==> src/rtl/fetch_sequencer_pkg.sv <==
// Shared types and default constants for the instruction fetch sequencer.
// Latency: n/a (types only).
// Backpressure: n/a (types only).
package fetch_sequencer_pkg;

   // REQ   : presenting a read request to instruction memory
   // WAIT  : request accepted, waiting for the single response
   // ISSUE : instruction held on the core interface until accepted
   // HALT  : idle, no requests until halt_req is released
   typedef enum logic [1:0] {
      REQ   = 2'd0,
      WAIT  = 2'd1,
      ISSUE = 2'd2,
      HALT  = 2'd3
   } fetch_state_t;

   // Pointer pair {addr0,addr1} loaded into the instruction pointer at reset.
   localparam logic [31:0] RESET_VECTOR_DEFAULT = 32'h0000_0001;

   // Width of the saturating fetch-stall counter.
   localparam int STALL_CNT_W_DEFAULT = 16;

endpackage

==> src/rtl/fetch_sequencer.sv <==
// Owns the instruction pointer and sequences two-word fetches from memory to the core.
// Latency: request accept to instr_valid = memory latency + 1 cycle.
// Backpressure: valid/ready both sides; one request in flight; instruction held until instr_ready.
//
// Ports:
//   clk, rst_n                     core clock, asynchronous active-low reset
//   mem_req_valid/ready, mem_addr  read request {addr0,addr1} to instruction memory
//   mem_rsp_valid, mem_rsp_data    one response per accepted request, no ready
//   instr_valid/ready              assembled instruction + pointer handed to the core
//   instruction, instr_pointer     fetched data and the pointer pair it came from
//   next_pointer                   successor pair from the external pointer counter
//   redirect, redirect_ptr         flush and restart fetch at a new pointer pair
//   halt_req, halted               level halt request and idle indication
//   stall_cnt                      saturating count of cycles without an instruction offered
module fetch_sequencer
   import fetch_sequencer_pkg::*;
#(
   parameter logic [31:0] RESET_VECTOR = RESET_VECTOR_DEFAULT,
   parameter int          STALL_CNT_W  = STALL_CNT_W_DEFAULT
) (
   input  logic                   clk,
   input  logic                   rst_n,
   output logic                   mem_req_valid,
   input  logic                   mem_req_ready,
   output logic [31:0]            mem_addr,
   input  logic                   mem_rsp_valid,
   input  logic [31:0]            mem_rsp_data,
   output logic                   instr_valid,
   input  logic                   instr_ready,
   output logic [31:0]            instruction,
   output logic [31:0]            instr_pointer,
   input  logic [31:0]            next_pointer,
   input  logic                   redirect,
   input  logic [31:0]            redirect_ptr,
   input  logic                   halt_req,
   output logic                   halted,
   output logic [STALL_CNT_W-1:0] stall_cnt
);

   fetch_state_t state, state_nxt;
   logic [31:0]  ip;
   logic [31:0]  instr_q;
   logic         discard;     // a response still owed by memory must be thrown away
   logic         req_held;    // request was presented last cycle and not yet accepted
   logic         req_fire;
   logic         redirect_outstanding;

   // The pointer counter lives outside this block; next_pointer is its
   // combinational result and is consumed unchanged, so 16-bit half
   // wrap-around is entirely the counter's business.

   always_comb begin
      state_nxt     = state;
      mem_req_valid = 1'b0;
      unique case (state)
         REQ: begin
            // While a stale response is owed, hold off so memory never sees
            // two requests in flight.
            if (!discard) begin
               // halt_req only takes effect before a request is shown; once
               // presented, the request stays up until accepted.
               if (halt_req && !req_held) begin
                  state_nxt = HALT;
               end else begin
                  // Gated by rst_n so nothing is requested while in reset.
                  mem_req_valid = rst_n;
                  if (mem_req_ready) begin
                     state_nxt = WAIT;
                  end
               end
            end
         end
         WAIT: begin
            if (mem_rsp_valid) begin
               state_nxt = discard ? REQ : ISSUE;
            end
         end
         ISSUE: begin
            if (instr_ready) begin
               state_nxt = halt_req ? HALT : REQ;
            end
         end
         HALT: begin
            if (!halt_req) begin
               state_nxt = REQ;
            end
         end
         default: state_nxt = REQ;
      endcase
      // Redirect overrides everything, including HALT and a same-cycle accept.
      if (redirect) begin
         state_nxt = REQ;
      end
   end

   assign req_fire = mem_req_valid && mem_req_ready;

   // On redirect, a response is still owed if we are waiting and it has not
   // arrived this cycle, if a request is being accepted right now, or if an
   // earlier stale response is still pending.
   assign redirect_outstanding = ((state == WAIT) && !mem_rsp_valid) ||
                                 req_fire ||
                                 (discard && !mem_rsp_valid);

   always_ff @(posedge clk or negedge rst_n) begin
      if (!rst_n) begin
         state     <= REQ;
         ip        <= RESET_VECTOR;
         instr_q   <= '0;
         discard   <= 1'b0;
         req_held  <= 1'b0;
         stall_cnt <= '0;
      end else begin
         state    <= state_nxt;
         req_held <= mem_req_valid && !mem_req_ready && !redirect;

         if (redirect) begin
            discard <= redirect_outstanding;
         end else if (discard && mem_rsp_valid) begin
            discard <= 1'b0;
         end

         if (redirect) begin
            ip <= redirect_ptr;
         end else if ((state == ISSUE) && instr_ready) begin
            ip <= next_pointer;
         end

         if (!redirect && (state == WAIT) && mem_rsp_valid && !discard) begin
            instr_q <= mem_rsp_data;
         end

         if ((state != HALT) && !instr_valid && (stall_cnt != '1)) begin
            stall_cnt <= stall_cnt + STALL_CNT_W'(1);
         end
      end
   end

   // ip only moves on accept or redirect, so it doubles as the stable
   // request address and as the pointer of the instruction on offer.
   assign mem_addr      = ip;
   assign instr_pointer = ip;
   assign instruction   = instr_q;
   assign instr_valid   = (state == ISSUE);
   assign halted        = (state == HALT);

endmodule
==> config.mk <==
export PLATFORM = sky130hd
export DESIGN_NAME = fetch_sequencer
export DESIGN_NICKNAME = d
export VERILOG_FILES = /design/src/rtl/fetch_sequencer_pkg.sv /design/src/rtl/fetch_sequencer.sv
export SDC_FILE = /design/constraint.sdc
export NUM_CORES = 1
export LEC_CHECK = 0
export BUFFER_PORTS_ARGS = -buffer_cell sky130_fd_sc_hd__buf_2
export CAP_MARGIN = 20
export CORE_MARGIN = 5
export CORE_UTILIZATION = 31
export DETAILED_ROUTE_END_ITERATION = 6
export MAX_ROUTING_LAYER = met4
export SYNTH_ARGS = -nofsm -noshare
export SYNTH_HDL_FRONTEND = slang
export SYNTH_SLANG_ARGS = --single-unit
==> constraint.sdc <==
create_clock -name clk -period 2 [get_ports clk]
set_input_delay 0.1 -clock clk [delete_from_list [all_inputs] [get_ports clk]]
set_output_delay 0.1 -clock clk [all_outputs]
set_load 0.01 [all_outputs]
==> impl_metrics.ini <==
[yosys]
synth_most_common_cell = dfrtp_1
netlist_area_um2 = 3960
yosysWarnings = 0
synth_edf_count = 0
netlist_instances = 346
avgSynthCellArea_um2 = 11.4
synthArstFlopShare_pct = 100
yosysTopAreaCellShare_pct = 52.4
ys_top_cells_by_count = dfrtp_1, nor2_1, a21oi_1
ys_ff_latch = 84
synthDistinctLibCells = 45
synth_nets = 450
synth_top_cell_by_area = dfrtp_1
yosysSeqAreaShare_pct = 53.1
synth_flop_cell = dfrtp_1
synth_area_leaders = dfrtp_1, mux2_2, mux2i_1, buf_4, a21oi_1

[setup_path]
cp_max_fo = 7
end_kind = register
crit_path_start_kind = register
critical_path_buf_inv_count = 1
cp.required_ps = 2200
crit_type = register to register
worstPathArrival_ps = 2050
crit_chain = ha_1, nand4_4, nor4_4, buf_4, nor4b_1, xor2_1
slowest_delay_ps = 420
critPathTopFamily = simple AND/OR/NAND/NOR gates
cp_slowest_cell = dfrtp_1

[pwr]
leakage_nw = 2.83
power.density_nw_per_um2 = 1190
ir_worst_vdd_mv = 0.817
total_power_w = 0.00679

[global_route]
overflow = 0
grt_pass1_wl_um = 16600
grt_max_degree = 59
grt_util_all_layers_pct = 14.3
grt_pass1_vias = 3491
antenna_found_initial = 0

[drt]
wl_met1_um = 4150
vias = 3364
first_pass_iters = 5
wl_um = 10500
top_layer = met4
drt-wirelength-per-cell_um = 14.2
final_antenna_net_count = 0
drc = 0
dr_wl_met3_um = 745
drt_iter0_markers = 191
avgViaCountPerCell = 4.52
dr_wl_met2_um = 5490

[clock_tree]
cts_root_buf = clkbuf_16
cts_sinks = 84
clock_latency_ps = 340
numCtsBuffers = 9
postCtsSetupBuffers = 0
cts_max_level = 3
cts_max_path_buffers = 2
clk_pin_slew_ps = 60
cts_tree = built

[floorplan]
die_y_um = 123
dieArea_um2 = 15100
die_w_um = 123
std_cell_rows = 41
initial_core_util_pct = 31.5
num_io_pins = 218
fp.coreArea_um2 = 12600

[sta]
finalHoldViolCount = 0
holdWs_ps = 63.2
finClkSkew_ps = 6.73
fmax_mhz = 542
rsz0062_at_grt = no
relSlewSlack_pct = 60.6
min_period_over_period_pct = 92.3
timing.final.max_slew_violations = 0
fin_crit_ps = 1850
worst_pin_slew_ps = 590
setup_viol_count_final = 0
fin_tns_setup_ps = 0

[place]
gp_congestion = 0.853
dp_hpwl_um = 7640
io_buffers = 217
dpl.cell_count = 693

[min_path]
hp-class = input pin to register

[flow_run]
maxCapViolCount = 0

[layout]
nFillCells = 1179
antennaDiodeCount = 0
stdcell_count = 744
synthToLayoutAreaGrowth_pct = 43.9
layout-drive-gt1-share_pct = 49.3
layout.nets = 671
post-route-util_pct = 45.4

[status]
status = completed
-- final cells by class --
cell class	count	area, µm²	area share, %
multi-input cells	209	1540	27.0
flip-flops and latches	84	2100	36.9
well taps	172	215	3.77
inverters	4	15.0	0.263
clock buffers	11	253	4.43
clock inverters	5	58.8	1.03
repair buffers	259	1520	26.6
-- cell usage in the layout (no fill, tap or decap), drive strengths merged, types with 5 or more instances in the layout --
cell type	count
buf	224
nor3	6
dlygate4sd3	35
a21oi	33
clkbuf	11
nand2	8
mux2i	32
mux2	34
nor2	37
inv	5
nor4	6
dfrtp	83
xor2	9
nand3	7
-- cells by family after synthesis --
group / count (synthesis) / synth area share (%)
mux: 66 / 17.8
buf+inv: 53 / 8.31
fa+ha+maj: 1 / 0.316
xor+xnor: 13 / 2.87
flops: 84 / 53.1
simple gates: 84 / 11.3
compound gates: 45 / 6.22
-- worst min-delay path, stage by stage --
cell	delay, ps
buf_2	100
inv_2	60
o21a_1	100
-- path summary, 6_finish.rpt --
kind	start	end	slack, ps	cells after the start
hold reg to reg	instruction[1]	instruction[1]	500	1
hold / removal	redirect	state[0]	60	3
min in group asynchronous	rst_n	instr_pointer[8]	140	2
setup reg to reg	stall_cnt[0]	stall_cnt[6]	150	6
max in group asynchronous	rst_n	stall_cnt[11]	1120	3
setup / recovery	stall_cnt[0]	stall_cnt[6]	150	6
-- state kept, by name (all words and copies together) (netlist names) --
signal,cells
discard,1
instr_pointer,32
instruction,32
req_held,1
stall_cnt,16
state,2
-- metal layers --
layer / GRT usage, % / vias to the layer above
li1: - / 1623
met5: - / -
met4: 4.15 / 0
met1: 16.2 / 1606
met3: 4.48 / 12
met2: 24.5 / 123
-- where the power goes --
part | switching [W] | internal, W | total (W)
combinational | 0.00120 | 0.00118 | 0.00238
sequential | 0.000440 | 0.00227 | 0.00271
clock | 0.000666 | 0.00104 | 0.00170
total | 0.00231 | 0.00448 | 0.00679
-- stage by stage --
step,instance area [µm²],setup WS [ps]
floorplan,3960,169
global placement,5040,266
detailed placement,5040,160
CTS,5700,145
global route,5700,63.3
finish,5700,154
-- repair_timing --
item | in CTS | in global routing
endpoints found under the hold margin | 117 | 0
resized for setup | 0 | 0
hold buffers | 35 | 0
Power figures use the tool's default switching activity.
